--- config.mk ---
export PLATFORM = sky130hd
export DESIGN_NAME = fp_norm_round_flat
export DESIGN_NICKNAME = d
export VERILOG_FILES = /design/src/rtl/fp_pkg.sv /design/src/rtl/fp_norm_round_if.sv /design/src/rtl/fp_lzc28.sv /design/src/rtl/fp_norm_round.sv /design/src/flat_wrapper.sv
export SDC_FILE = /design/constraint.sdc
export NUM_CORES = 1
export LEC_CHECK = 0
export ABC_AREA = 1
export CAP_MARGIN = 20
export CORE_ASPECT_RATIO = 2
export CORE_UTILIZATION = 50
export CTS_CLUSTER_DIAMETER = 120
export CTS_CLUSTER_SIZE = 8
export DETAILED_ROUTE_END_ITERATION = 8
export GPL_TIMING_DRIVEN = 0
export PLACE_DENSITY = 0.82
export SYNTH_ARGS = -nofsm -noshare
export SYNTH_HDL_FRONTEND = slang
export SYNTH_HIERARCHICAL = 1
export SYNTH_SLANG_ARGS = --single-unit
--- constraint.sdc ---
create_clock -name clk -period 4.3 [get_ports clk]
set_input_delay 0.86 -clock clk [delete_from_list [all_inputs] [get_ports clk]]
set_output_delay 0.86 -clock clk [all_outputs]
set_load 0.02 [all_outputs]
--- src/rtl/fp_pkg.sv ---
// Shared field widths, constants and encodings for the single-precision
// normalise-and-round stage.
package fp_pkg;

  localparam int EXP_W      = 8;
  localparam int FRAC_W     = 23;
  localparam int EXT_MANT_W = 28;

  localparam int BIAS    = 127;
  localparam int EXP_MAX = 255;

  localparam logic [31:0] QNAN    = 32'h7FC00000;
  localparam logic [31:0] POS_INF = 32'h7F800000;

  localparam logic [1:0] SPECIAL_NORMAL = 2'b00;
  localparam logic [1:0] SPECIAL_INF    = 2'b01;
  localparam logic [1:0] SPECIAL_NAN    = 2'b10;
  localparam logic [1:0] SPECIAL_RSVD   = 2'b11;

  localparam int FLAG_OVERFLOW  = 3;
  localparam int FLAG_UNDERFLOW = 2;
  localparam int FLAG_INEXACT   = 1;
  localparam int FLAG_ZERO      = 0;

  typedef enum logic [1:0] {
    ST_IDLE,
    ST_NORM,
    ST_ROUND,
    ST_DONE
  } state_t;

  function automatic logic [31:0] pack_fp(input logic sign,
                                          input logic [EXP_W-1:0] exp,
                                          input logic [FRAC_W-1:0] frac);
    return {sign, exp, frac};
  endfunction

endpackage

--- src/rtl/fp_norm_round_if.sv ---
// Operand/result handshake bundle between the FP adder and the
// normalise-and-round stage.
interface fp_norm_round_if;
  import fp_pkg::*;

  logic                  in_valid;
  logic                  in_ready;
  logic                  in_sign;
  logic [8:0]            in_exp;
  logic [EXT_MANT_W-1:0] in_mant;
  logic [1:0]            in_special;

  logic                  out_valid;
  logic                  out_ready;
  logic [31:0]           out;
  logic [3:0]            out_flags;

  modport master (
    output in_valid, in_sign, in_exp, in_mant, in_special, out_ready,
    input  in_ready, out_valid, out, out_flags
  );

  modport slave (
    input  in_valid, in_sign, in_exp, in_mant, in_special, out_ready,
    output in_ready, out_valid, out, out_flags
  );

endinterface

--- src/rtl/fp_lzc28.sv ---
// Leading-zero counter over the hidden bit and below of the extended mantissa;
// an all-zero input yields 27.
module fp_lzc28 (
  input  logic [26:0] value,
  output logic [4:0]  count
);

  logic found;

  always_comb begin
    count = 5'd27;
    found = 1'b0;
    for (int i = 26; i >= 0; i--) begin
      if (!found && value[i]) begin
        count = 5'(26 - i);
        found = 1'b1;
      end
    end
  end

endmodule

--- src/rtl/fp_norm_round.sv ---
// Post-adder normalise-and-round stage: iterative left normaliser followed by
// round-to-nearest-even, one operand in flight behind a valid/ready handshake.
module fp_norm_round
  import fp_pkg::*;
#(
  parameter int SHIFT_STEP = 1
) (
  input logic            clk,
  input logic            rst_n,
  fp_norm_round_if.slave bus
);

  state_t state, state_next;

  logic                  sign_q, sign_next;
  logic [1:0]            special_q, special_next;
  logic signed [9:0]     exp_q, exp_next;
  logic [EXT_MANT_W-1:0] mant_q, mant_next;
  logic [31:0]           out_q, out_next;
  logic [3:0]            flags_q, flags_next;

  logic [4:0]        lz;
  logic [4:0]        shift_k;
  logic signed [9:0] exp_m1;

  logic norm_special, norm_zero, norm_carry, norm_hidden, norm_flush;

  logic              round_inc, round_inexact, round_ovf;
  logic [24:0]       round_sum;
  logic signed [9:0] round_exp;
  logic              unused_hidden;

  fp_lzc28 u_lzc (
    .value (mant_q[26:0]),
    .count (lz)
  );

  assign norm_special = (special_q != SPECIAL_NORMAL);
  assign norm_zero    = (mant_q == '0);
  assign norm_carry   = mant_q[27];
  assign norm_hidden  = mant_q[26];
  assign norm_flush   = (exp_q <= 10'sd1);

  // Round-to-nearest-even on the 24-bit significand; a carry out of the
  // significand leaves the lower bits zero, so the fraction needs no fix-up.
  assign round_inc     = mant_q[2] & (mant_q[1] | mant_q[0] | mant_q[3]);
  assign round_inexact = |mant_q[2:0];
  assign round_sum     = {1'b0, mant_q[26:3]} + 25'(round_inc);
  assign round_exp     = round_sum[24] ? (exp_q + 10'sd1) : exp_q;
  assign round_ovf     = (round_exp >= 10'(EXP_MAX));
  assign unused_hidden = round_sum[23];

  // Left-shift amount never drives the exponent below 1, so a value that
  // cannot be fully normalised falls through to the flush decision.
  assign exp_m1 = exp_q - 10'sd1;

  always_comb begin
    shift_k = lz;
    if (5'(SHIFT_STEP) < shift_k) shift_k = 5'(SHIFT_STEP);
    if (exp_m1 < $signed({5'd0, shift_k})) shift_k = exp_m1[4:0];
  end

  always_ff @(posedge clk or negedge rst_n) begin
    if (!rst_n) state <= ST_IDLE;
    else        state <= state_next;
  end

  always_comb begin
    state_next = state;
    case (state)
      ST_IDLE:  if (bus.in_valid) state_next = ST_NORM;
      ST_NORM: begin
        if (norm_special || norm_zero)       state_next = ST_DONE;
        else if (norm_carry || norm_hidden)  state_next = ST_ROUND;
        else if (norm_flush)                 state_next = ST_DONE;
      end
      ST_ROUND: state_next = ST_DONE;
      ST_DONE:  if (bus.out_ready) state_next = ST_IDLE;
      default:  state_next = ST_IDLE;
    endcase
  end

  always_comb begin
    bus.in_ready  = (state == ST_IDLE);
    bus.out_valid = (state == ST_DONE);
    bus.out       = out_q;
    bus.out_flags = flags_q;
  end

  // Result registers only change on the cycle that decides the result, so
  // they stay stable through DONE and after the transfer.
  always_comb begin
    sign_next    = sign_q;
    special_next = special_q;
    exp_next     = exp_q;
    mant_next    = mant_q;
    out_next     = out_q;
    flags_next   = flags_q;
    case (state)
      ST_IDLE: begin
        if (bus.in_valid) begin
          sign_next    = bus.in_sign;
          special_next = bus.in_special;
          exp_next     = $signed({1'b0, bus.in_exp});
          mant_next    = bus.in_mant;
        end
      end
      ST_NORM: begin
        if (norm_special) begin
          out_next   = (special_q == SPECIAL_INF) ? {sign_q, POS_INF[30:0]} : QNAN;
          flags_next = '0;
        end else if (norm_zero) begin
          out_next              = {sign_q, 31'h0};
          flags_next            = '0;
          flags_next[FLAG_ZERO] = 1'b1;
        end else if (norm_carry) begin
          mant_next = {1'b0, mant_q[27:2], mant_q[1] | mant_q[0]};
          exp_next  = exp_q + 10'sd1;
        end else if (norm_hidden) begin
          mant_next = mant_q;
        end else if (norm_flush) begin
          out_next                   = {sign_q, 31'h0};
          flags_next                 = '0;
          flags_next[FLAG_UNDERFLOW] = 1'b1;
          flags_next[FLAG_INEXACT]   = 1'b1;
          flags_next[FLAG_ZERO]      = 1'b1;
        end else begin
          mant_next = mant_q << shift_k;
          exp_next  = exp_q - $signed({5'd0, shift_k});
        end
      end
      ST_ROUND: begin
        flags_next = '0;
        if (round_ovf) begin
          out_next                  = {sign_q, POS_INF[30:0]};
          flags_next[FLAG_OVERFLOW] = 1'b1;
          flags_next[FLAG_INEXACT]  = 1'b1;
        end else begin
          out_next                 = pack_fp(sign_q, round_exp[7:0], round_sum[22:0]);
          flags_next[FLAG_INEXACT] = round_inexact;
        end
      end
      default: begin
        out_next = out_q;
      end
    endcase
  end

  always_ff @(posedge clk or negedge rst_n) begin
    if (!rst_n) begin
      sign_q    <= 1'b0;
      special_q <= SPECIAL_NORMAL;
      exp_q     <= '0;
      mant_q    <= '0;
      out_q     <= '0;
      flags_q   <= '0;
    end else begin
      sign_q    <= sign_next;
      special_q <= special_next;
      exp_q     <= exp_next;
      mant_q    <= mant_next;
      out_q     <= out_next;
      flags_q   <= flags_next;
    end
  end

endmodule

--- src/flat_wrapper.sv ---
// flat-port wrapper written by rule: the top's interface ports become plain ports
module fp_norm_round_flat import fp_pkg::*;
#(
  parameter int SHIFT_STEP = 1
)
  (clk, rst_n, bus_in_valid, bus_in_sign, bus_in_exp, bus_in_mant, bus_in_special, bus_out_ready, bus_in_ready, bus_out_valid, bus_out, bus_out_flags);
  fp_norm_round_if bus_i ();
  input logic clk;
  input logic rst_n;
  input wire logic [$bits(bus_i.in_valid)-1:0] bus_in_valid;
  input wire logic [$bits(bus_i.in_sign)-1:0] bus_in_sign;
  input wire logic [$bits(bus_i.in_exp)-1:0] bus_in_exp;
  input wire logic [$bits(bus_i.in_mant)-1:0] bus_in_mant;
  input wire logic [$bits(bus_i.in_special)-1:0] bus_in_special;
  input wire logic [$bits(bus_i.out_ready)-1:0] bus_out_ready;
  output wire logic [$bits(bus_i.in_ready)-1:0] bus_in_ready;
  output wire logic [$bits(bus_i.out_valid)-1:0] bus_out_valid;
  output wire logic [$bits(bus_i.out)-1:0] bus_out;
  output wire logic [$bits(bus_i.out_flags)-1:0] bus_out_flags;
  assign bus_i.in_valid = bus_in_valid;
  assign bus_i.in_sign = bus_in_sign;
  assign bus_i.in_exp = bus_in_exp;
  assign bus_i.in_mant = bus_in_mant;
  assign bus_i.in_special = bus_in_special;
  assign bus_i.out_ready = bus_out_ready;
  assign bus_in_ready = bus_i.in_ready;
  assign bus_out_valid = bus_i.out_valid;
  assign bus_out = bus_i.out;
  assign bus_out_flags = bus_i.out_flags;
  fp_norm_round #(.SHIFT_STEP(SHIFT_STEP)) u_core (.clk(clk), .rst_n(rst_n), .bus(bus_i));
endmodule
==> run metrics, run 1 <==
# port buffers=81; placed cells=1,433; mapped cell area=7240 um^2; gpl congestion=1.04; die height=172 um; HPWL after detailed placement=26,000 um; Syn Inst Count=1,160; root buf cell=clkbuf_16; Yosys reg bits=79; largest net degree at the start of global routing=42; Yosys warnings=6; placed instance area=8310 um^2; Yosys cell types=52; Rows=61; die width=87.1 um; Seq/Total Area, Yosys=27.3%; Tot GR Track Use=56.4%; Post-Syn Area per Cell=6.24 um^2; Post-synth EDFFs=0; Overflow after GRT=3; io pins=82; clock sink count=79; Async SR Flop Fraction=100%; Stop stage=5_1_grt; post-GRT worst EP=u_core/mant_q[20]$_DFFE_PN0P_/D; # H-tree levels=3; Initial Utilization=51.5%; status=stopped before the end; main flop type after synthesis=dfrtp_1; kind of the worst endpoint=sequential cell input; stop err=[ERROR GRT-0232] Routing congestion too high. Check the congestion heatmap in the GUI.; CTS max path bufs=2; TritonCTS buffer count=9; Post-CTS Hold Buffers=0
## Yosys cell counts (7+ instances only)
| master | instances | area [um^2] |
|---|---|---|
| nand2_1 | 338 | 1270 |
| nand3_1 | 171 | 856 |
| nor2_1 | 105 | 394 |
| inv_1 | 97 | 364 |
| dfrtp_1 | 79 | 1980 |
| o21ai_0 | 59 | 295 |
| a21oi_1 | 54 | 270 |
| clkbuf_1 | 33 | 124 |
| nand4_1 | 23 | 144 |
| o21ai_1 | 21 | 105 |
| xor2_1 | 21 | 184 |
| buf_2 | 17 | 85.1 |
| ha_1 | 14 | 175 |
| nor3_1 | 14 | 70.1 |
| o211ai_1 | 12 | 90.1 |
| nand2_2 | 9 | 56.3 |
| a22o_1 | 8 | 70.1 |
| nor4_1 | 7 | 43.8 |
## stage by stage
step	hold WS, ns	setup WS [ns]
2_1_floorplan	0.480	0.261
3_3_place_gp	0.466	-1.07
3_5_place_dp	0.469	-1.11
4_1_cts	0.486	-0.316
## layer usage
metal,GRT usage [%],GRT overflow
met5,2.18,0
met4,57.7,1
met3,27.4,0
met2,83.3,2
met1,54.9,0
## cells by family after synthesis
family          Yosys count  share of synthesized area (%)
fa+ha+maj                14                           2.42
buf+inv                 166                           9.32
xor+xnor                 23                           2.89
mux                       3                          0.467
flops                    79                           27.3
compound gates          176                           13.9
simple gates            698                           43.6
other cells               1                         0.0518
## timing repair
| item | in CTS |
|---|---|
| pin swaps | 44 |
| hold endpoints to repair | 0 |
| cloned | 1 |
| setup endpoints to repair | 38 |
| resized for setup | 175 |
| buffers inserted | 31 |
==> run 2, diff against run 1 <==
CORE_ASPECT_RATIO = default   (was 2)
CORE_UTILIZATION = 35   (was 50)
CTS_CLUSTER_DIAMETER = default   (was 120)
CTS_CLUSTER_SIZE = default   (was 8)
PLACE_DENSITY = default   (was 0.82)
PLACE_DENSITY_LB_ADDON = 0.15   (was default)
clock period = 5.59 ns   (was 4.3 ns; I/O delays follow)
==> run 2 against run 1 <==
Against the previous run:
- the run now ends clean
- synthesized area unchanged
- synthesized cell count unchanged
==> run metrics, run 2 <==
status=complete, no violations; Die ar.=21,300 um^2; most frequent CP cell=nand2_1; Seq/Total Area, Yosys=27.3% (unchanged); Worst slew margin=42.5%; die height=146 um (-15%); HPWL after detailed placement=22,700 um (-13%); CP bufs+invs=2; largest net degree at the start of global routing=45; TritonCTS buffer count=9 (unchanged); instance count on the critical path=35; Hold Crit Class=register to register; root buf cell=clkbuf_16; Fmax achieved=198 MHz; CTS tree=done; routed wire length=28,300 um; Hold Worst Slack=0.482 ns; n_diodes=0; Async SR Flop Fraction=100% (unchanged); layout cells sized above 1=6.83%; max FFs per register=32; crit-path max FO=10; CTS max path bufs=2 (unchanged); Final Hold Vio Count=0; pins over their slew limit=0; Critical Path Max Stage Delay=0.58 ns; Critical Path AT=5.28 ns; top cells by area, synth=dfrtp_1 27%, nand2_1 18%, nand3_1 12%; Critical Path RT=5.83 ns; Yosys reg bits=79 (unchanged); r2r worst-path depth=35; Setup TNS=0 ns; Post-Syn Area per Cell=6.24 um^2 (unchanged); core box area=20,200 um^2; mapped cell area=7240 um^2 (unchanged); CP top delay family=simple AND/OR/NAND/NOR gates; die width=146 um (+67%); Yosys cell types=52 (unchanged); Tmin final=5.04 ns; # H-tree levels=3 (unchanged); nets=1,313; Initial Utilization=35.8% (-16 points); most common cell after layout, fill and taps aside=nand2_1; Overflow after GRT=0; Final period util=90.2%; Hold Crit Depth=2; vias per cell=5.40; gpl congestion=0.991 (-4.9%); clock sink count=79 (unchanged); cell with the most instances after synthesis=nand2_1; synth-to-layout area growth=21.5%; Rows=52 (-15%); Synth area leader=dfrtp_1; max cap viols=0; unrepaired setup endpoints after global routing=no; CP Class=register to register; first-pass GRT wire length=43,200 um; DRT Pass-1 Iters=5; Worst VDD drop=0.241 mV; Post-synth EDFFs=0 (unchanged); Clock Skews=0.0130 ns; main flop type after synthesis=dfrtp_1; Leakage=4.14 nW; most frequent cells after synthesis=338 x nand2_1, 171 x nand3_1, 105 x nor2_1; clock transition at the registers of the reported paths=0.07 ns; Post-DRT Antenna Nets=0; Syn Inst Count=1,160 (unchanged); routed via count=8,262; Yosys top cell area share=27.3% (unchanged); crit end category=register; worst-skew pair later-pin latency=0.35 ns; Power Density=754 nW/um^2; DRT iter0 DRCs=663; Worst path slowest cell=dfrtp_1; WL/cell=18.5 um; final setup vio count=0; # port buffers=81 (unchanged); crit start category=register; Residual DRC=0; Tot GR Track Use=26.6%; io pins=82 (unchanged); vias in the first global route=7,599; worst slew pin tran=0.854 ns; FILL cells=2,210; commonest cells after routing, fill and taps aside=338 x nand2_1, 171 x nand3_1, 105 x nor2_1, 97 x inv_1, 80 x clkdlybuf4s50_1; initial antenna violation count=0; Yosys warnings=6 (unchanged)
## run 2: cell counts after synthesis
Identical to the previous run, type by type.
## run 2: logic make-up after synthesis
group,after synthesis,synth area share (%)
other cells,1,0.0518
buf+inv,166,9.32
flops,79,27.3
compound gates,176,13.9
mux,3,0.467
xor+xnor,23,2.89
fa+ha+maj,14,2.42
simple gates,698,43.6
## run 2: metrics by stage
stage	power [W]	std cells	instance area, um^2	utilization, %	setup WS [ns]
finish	0.00662	1530	8790	43.4	0.545
floorplan	0.00425	1162	7240	-	1.55
CTS	0.00653	1530	8790	43.4	0.402
global route	0.00715	1530	8790	43.4	0.0402
detailed placement	0.00578	1514	8420	41.6	0.429
global placement	0.00578	1513	8390	41.5	0.445
## run 2: layout make-up
type / count / area [um^2] / area share [%]
Sequential cell: 79 / 1980 / 22.5
Clock buffer: 9 / 225 / 2.56
Clock inverter: 7 / 145 / 1.65
Multi-Input combinational cell: 917 / 4590 / 52.2
Buffer: 59 / 274 / 3.12
Tap cell: 270 / 338 / 3.84
Timing Repair Buffer: 82 / 836 / 9.51
Inverter: 107 / 402 / 4.57
## run 2: repair_timing
item,in CTS,in global routing
hold buffers,0,0
setup endpoints to repair,0,1
resized for setup,0,2
buffers inserted,0,0
## run 2: where the power goes
group / switching [W] / internal, W
clock network: 0.000247 / 0.000483
logic: 0.00321 / 0.00150
registers: 0.000333 / 0.000850
total: 0.00379 / 0.00284
## run 2: routing by layer
metal | global-route usage (%) | up-vias | wire length [um]
met5 | 0 | - | 0
met4 | 8.79 | 0 | 688
met3 | 3.32 | 39 | 2150
met2 | 41.7 | 350 | 12500
met1 | 37.8 | 3825 | 13000
li1 | - | 4048 | -
## run 2: worst reg2reg max path: cells and delay by family, from the launching register on
family,cells,cell delay [ns]
simple gates,29,3.15
flops,1,0.58
compound gates,3,0.47
buf+inv,2,0.42
fa+ha+maj,1,0.32
## run 2: path summary, 6_finish.rpt
path,start,endpoint,slack [ns]
min reg2reg,u_core/bus.out[31],u_core/bus.out[31],0.48
max reg2reg,u_core/mant_q[26],u_core/exp_q[9],0.55
min in group asynchronous,rst_n,u_core/mant_q[25],0.74
min,u_core/bus.out[31],u_core/bus.out[31],0.48
max in group asynchronous,rst_n,u_core/mant_q[4],4.27
max,u_core/mant_q[26],u_core/exp_q[9],0.55
Power figures use the tool's default switching activity.
==> run 3, diff against run 2 <==
PLACE_DENSITY = 0.58   (was default)
PLACE_DENSITY_LB_ADDON = default   (was 0.15)
==> run 3 against run 2 <==
Against the previous run:
- utilization stayed put
- worst hold slack worse by 0.0013 ns
- clock power is 0.8% lower
- flip-flop and latch count stayed put
- non-clock buffer count stayed put
- largest cell class unchanged
- final area stayed put
- clock skew is 0.0021 ns lower
- first-iteration DRC count is 15% higher
==> run metrics, run 3 (same netlist as run 2, synthesis figures left out) <==
Final period util=89.2% (-1.0 points); Worst setup startpoint=u_core/mant_q[26]; routed via count=8,327 (+0.79%); Die ar.=21,300 um^2 (unchanged); Critical Path Max Stage Delay=0.57 ns (about the same); vias per cell=5.44 (+0.79%); n_diodes=0 (unchanged); internal power=0.00284 W (about the same); DRT iter0 DRCs=764 (+15%); root buf cell=clkbuf_16; Power Density=749 nW/um^2 (-0.66%); Post-DRT Antenna Nets=0 (unchanged); io pins=82 (unchanged); die height=146 um (unchanged); max cap viols=0 (unchanged); critical register-to-register path startpoint=u_core/mant_q[26]; WL/cell=18.2 um (-1.8%); routed wire length=27,800 um (-1.8%); CTS max path bufs=2 (unchanged); CTS tree=done; Clock Skews=0.0109 ns (-0.00214 ns); register share of total power=17.9% (about the same); Initial Utilization=35.8% (unchanged); Sw Share=56.9% (-0.30 points); # H-tree levels=3 (unchanged); clock transition at the registers of the reported paths=0.07 ns (about the same); Critical Path AT=5.22 ns (-0.06 ns); Setup TNS=0 ns (unchanged); Fmax achieved=201 MHz (+1.2%); die width=146 um (unchanged); # port buffers=81 (unchanged); max FFs per register=32 (unchanged); synth-to-layout area growth=21.5% (unchanged); gpl congestion=0.977 (-1.4%); Critical Path RT=5.82 ns (about the same); Final Hold Vio Count=0 (unchanged); worst slew pin tran=0.878 ns (+0.0237 ns); nets=1,313 (unchanged); switching pwr=0.00374 W (-1.2%); clock sink count=79 (unchanged); HPWL after detailed placement=22,500 um (-0.75%); Leakage=4.14 nW (unchanged); commonest cells after routing, fill and taps aside=338 x nand2_1, 171 x nand3_1, 105 x nor2_1, 97 x inv_1, 80 x clkdlybuf4s50_1; crit end category=register; Comb power frac=71.1% (about the same); hold path startpoint=u_core/bus.out[0]; most common cell after layout, fill and taps aside=nand2_1; CP Class=register to register; pins over their slew limit=0 (unchanged); unrepaired setup endpoints after global routing=no; Tot GR Track Use=26.4% (-0.27 points); DRT Pass-1 Iters=5 (unchanged); placed cells=1,514 (unchanged); initial antenna violation count=0 (unchanged); most frequent CP cell=nand2_1; vias in the first global route=7,540 (-0.78%); final setup vio count=0 (unchanged); Residual DRC=0 (unchanged); Worst slew margin=40.9% (-1.6 points); Overflow after GRT=0 (unchanged); crit start category=register; largest net degree at the start of global routing=48 (+6.7%); Post-CTS Hold Buffers=0 (unchanged); Worst VDD drop=0.232 mV (-3.5%); Hold Crit Class=register to register; clock network fraction of total power=11.0% (about the same); core box area=20,200 um^2 (unchanged); crit-path max FO=10 (unchanged); status=complete, no violations; TritonCTS buffer count=9 (unchanged); worst-skew pair later-pin latency=0.34 ns (about the same); Tmin final=4.99 ns (-0.0584 ns); Worst path slowest cell=dfrtp_1; layout cells sized above 1=6.83% (unchanged); first-pass GRT wire length=43,000 um (-0.46%); Rows=52 (unchanged); Final Non-Filler Cells=1,530 (unchanged); Total Power=0.00658 W (-0.66%)
## run 3: cell counts in the layout (fill, tap and decap cells not counted)
Identical to the previous run, type by type.
## run 3: final cells by class
| type | count | area (um^2) |
|---|---|---|
| Clock inverter | 7 | 145 |
| Sequential cell | 79 | 1980 |
| Fill cell | 2209 | 11400 |
| Tap cell | 270 | 338 |
| Buffer | 59 | 274 |
| Inverter | 107 | 402 |
| Clock buffer | 9 | 225 |
| Timing Repair Buffer | 82 | 836 |
| Multi-Input combinational cell | 917 | 4590 |
## run 3: repair_timing
action,4_1_cts,5_1_grt
endpoints found under the setup margin,0,1
buffers inserted,0,0
resized for setup,0,2
## run 3: final timing paths
check	to	slack, ns	cells past startpoint
worst min register to register	u_core/bus.out[0]	0.48	2
worst min-delay path	u_core/bus.out[0]	0.48	2
worst max register to register	u_core/exp_q[9]	0.60	34
min in group asynchronous	u_core/mant_q[23]	0.74	1
max in group asynchronous	u_core/exp_q[2]	4.27	2
worst max-delay path	u_core/exp_q[9]	0.60	34
## run 3: worst max-delay path, delay by kind of cell, from the launching register on
family / cells / cell delay, ns
AO/OA/AOI/OAI: 3 / 0.46
adder cells (fa/ha/maj): 1 / 0.32
flip-flops: 1 / 0.57
buffers and inverters: 2 / 0.43
AND/OR/NAND/NOR: 28 / 3.10
## run 3: power by group through the flow
stage / Clock [W] / Sequential, W / Combinational [W]
3_5_place_dp: 0 / 0.00118 / 0.00457
5_1_grt: 0.000762 / 0.00122 / 0.00515
4_1_cts: 0.000736 / 0.00117 / 0.00459
6_report: 0.000724 / 0.00118 / 0.00468
2_1_floorplan: 0 / 0.00122 / 0.00303
3_3_place_gp: 0 / 0.00118 / 0.00458
## run 3: per-layer routing
metal / up-vias / part of all wire [%] / track usage, %
met3: 48 / 7.3 / 2.79
met2: 368 / 43 / 39.5
met1: 3856 / 47 / 38.7
met5: - / 0 / 0
met4: 0 / 3.2 / 9.84
li1: 4055 / - / -
## run 3: metrics by stage
| stage | cell area, um^2 | hold WS (ns) | util [%] | worst slack [ns] |
|---|---|---|---|---|
| floorplan | 7240 | 0.480 | - | 1.55 |
| global placement | 8390 | 0.466 | 41.5 | 0.390 |
| detailed placement | 8420 | 0.472 | 41.6 | 0.446 |
| CTS | 8790 | 0.487 | 43.4 | 0.423 |
| global route | 8790 | 0.494 | 43.4 | 0.159 |
| finish | 8790 | 0.481 | 43.4 | 0.603 |
==> run 4, diff against run 3 <==
CAP_MARGIN = 40   (was 20)
==> run 4 against run 3 <==
Against the previous run:
- setup slack better by 0.017 ns
- critical path depth stayed put
- power about the same
- via count shrank 0.64%
- clock skew grew 0.0019 ns
- final area unchanged
- worst hold slack hardly changed
- first-iteration DRC count decreased by 2.5%
- final cell count is the same
- critical path type unchanged
- largest cell class unchanged
- highest routed layer unchanged
==> run metrics, run 4 (same netlist as run 2, synthesis figures left out) <==
met3 WL=1960 um (-4.0%); synth-to-layout area growth=21.5% (unchanged); vias in the first global route=7,394 (-1.9%); Critical Path AT=5.20 ns (-0.02 ns); Overflow after GRT=0 (unchanged); n_diodes=0 (unchanged); io pins=82 (unchanged); Rows=52 (unchanged); Fmax achieved=201 MHz (+0.35%); die width=146 um (unchanged); Die ar.=21,300 um^2 (unchanged); crit-path max FO=10 (unchanged); routed via count=8,274 (-0.64%); Residual DRC=0 (unchanged); gpl congestion=0.977 (unchanged); nets=1,313 (unchanged); pins over their slew limit=0 (unchanged); CTS max path bufs=2 (unchanged); Post-DRT Antenna Nets=0 (unchanged); CP Class=register to register; core box area=20,200 um^2 (unchanged); root buf cell=clkbuf_16; # port buffers=81 (unchanged); initial antenna violation count=0 (unchanged); Leakage=4.14 nW (unchanged); Worst path slowest cell=dfrtp_1; layout cells sized above 1=6.83% (unchanged); Final Hold Vio Count=0 (unchanged); Setup TNS=0 ns (unchanged); Final period util=88.9% (-0.31 points); clock transition at the registers of the reported paths=0.07 ns (about the same); Initial Utilization=35.8% (unchanged); WL/cell=18.1 um (-0.61%); CTS tree=done; Tot GR Track Use=26.0% (-0.34 points); Clock Skews=0.0128 ns (+0.00186 ns); # H-tree levels=3 (unchanged); worst-skew pair later-pin latency=0.34 ns (about the same); crit end category=register; Worst VDD drop=0.267 mV (+15%); Critical Path Max Stage Delay=0.57 ns (about the same); crit start category=register; clock sink count=79 (unchanged); M1 WL=13,000 um (-0.14%); Worst slew margin=40.6% (-0.24 points); unrepaired setup endpoints after global routing=no; Power Density=749 nW/um^2 (about the same); Total Power=0.00658 W (about the same); final setup vio count=0 (unchanged); vias per cell=5.41 (-0.64%); Hold Crit Class=register to register; wire length on met2=12,300 um (+2.7%); DRT Pass-1 Iters=7 (+2); die height=146 um (unchanged); routed wire length=27,700 um (-0.61%); largest net degree at the start of global routing=48 (unchanged); max cap viols=0 (unchanged); setup bufs post-CTS=0 (unchanged); worst slew pin tran=0.881 ns (+0.00349 ns); status=complete, no violations; Critical Path RT=5.82 ns (about the same); Tmin final=4.97 ns (-0.0175 ns); Highest Signal Layer=met4; commonest cells after routing, fill and taps aside=338 x nand2_1, 171 x nand3_1, 105 x nor2_1, 97 x inv_1, 80 x clkdlybuf4s50_1; max FFs per register=32 (unchanged); HPWL after detailed placement=22,400 um (-0.71%); DRT iter0 DRCs=745 (-2.5%); most frequent CP cell=nand2_1; first-pass GRT wire length=42,400 um (-1.5%); TritonCTS buffer count=9 (unchanged); most common cell after layout, fill and taps aside=nand2_1
run 4: cell counts in the layout (fill, tap and decap cells not counted):
No cell type changed its count.
run 4: worst paths after layout:
path,end,from,slack (ns),cells after the start
hold / removal,u_core/bus.out[31],u_core/bus.out[31],0.48,2
setup reg to reg,u_core/exp_q[9],u_core/mant_q[26],0.62,34
hold reg to reg,u_core/bus.out[31],u_core/bus.out[31],0.48,2
setup / recovery,u_core/exp_q[9],u_core/mant_q[26],0.62,34
max in group asynchronous,u_core/bus.out_flags[2],rst_n,4.27,2
min in group asynchronous,u_core/mant_q[24],rst_n,0.73,1
run 4: per-layer routing:
layer | up-vias | GRT usage (%)
met5 | - | 0
met4 | 0 | 6.79
met3 | 25 | 2.88
met2 | 367 | 40.7
met1 | 3826 | 37.8
li1 | 4056 | -
run 4: layout make-up:
type	count	area [um^2]
clock buffer	9	225
tap	270	338
timing repair buffer	82	836
fill	2170	11400
clock inverter	7	145
multi-input combinational	917	4590
sequential	79	1980
inverter	107	402
buffer	59	274
run 4: timing repair:
item | in CTS | in global routing
gates resized for setup | 0 | 2
hold buffers | 0 | 0
setup endpoints to repair | 0 | 1
run 4: stage by stage:
stage               hold slack (ns)  util (%)  worst slack (ns)  cells  instance area [um^2]
CTS                           0.487      43.4             0.434   1530                  8790
detailed placement            0.472      41.6             0.441   1514                  8420
global placement              0.466      41.5             0.390   1513                  8390
floorplan                     0.480         -              1.55   1162                  7240
finish                        0.481      43.4             0.621   1530                  8790
global route                  0.494      43.4             0.186   1530                  8790
run 4: power breakdown:
part           total [W]  switching [W]  leakage (nW)  internal (W)
logic            0.00467        0.00317          2.97       0.00151
registers        0.00118       0.000331         0.994      0.000850
clock network   0.000726       0.000243         0.176      0.000483
total            0.00658        0.00374          4.14       0.00284
run 4: worst max-delay path: cells and delay by family, from the launching register on:
family                   cells  cell delay (ns)
AO/OA/AOI/OAI                3             0.44
AND/OR/NAND/NOR             28             3.09
adder cells (fa/ha/maj)      1             0.33
buffers and inverters        2             0.43
flip-flops                   1             0.57
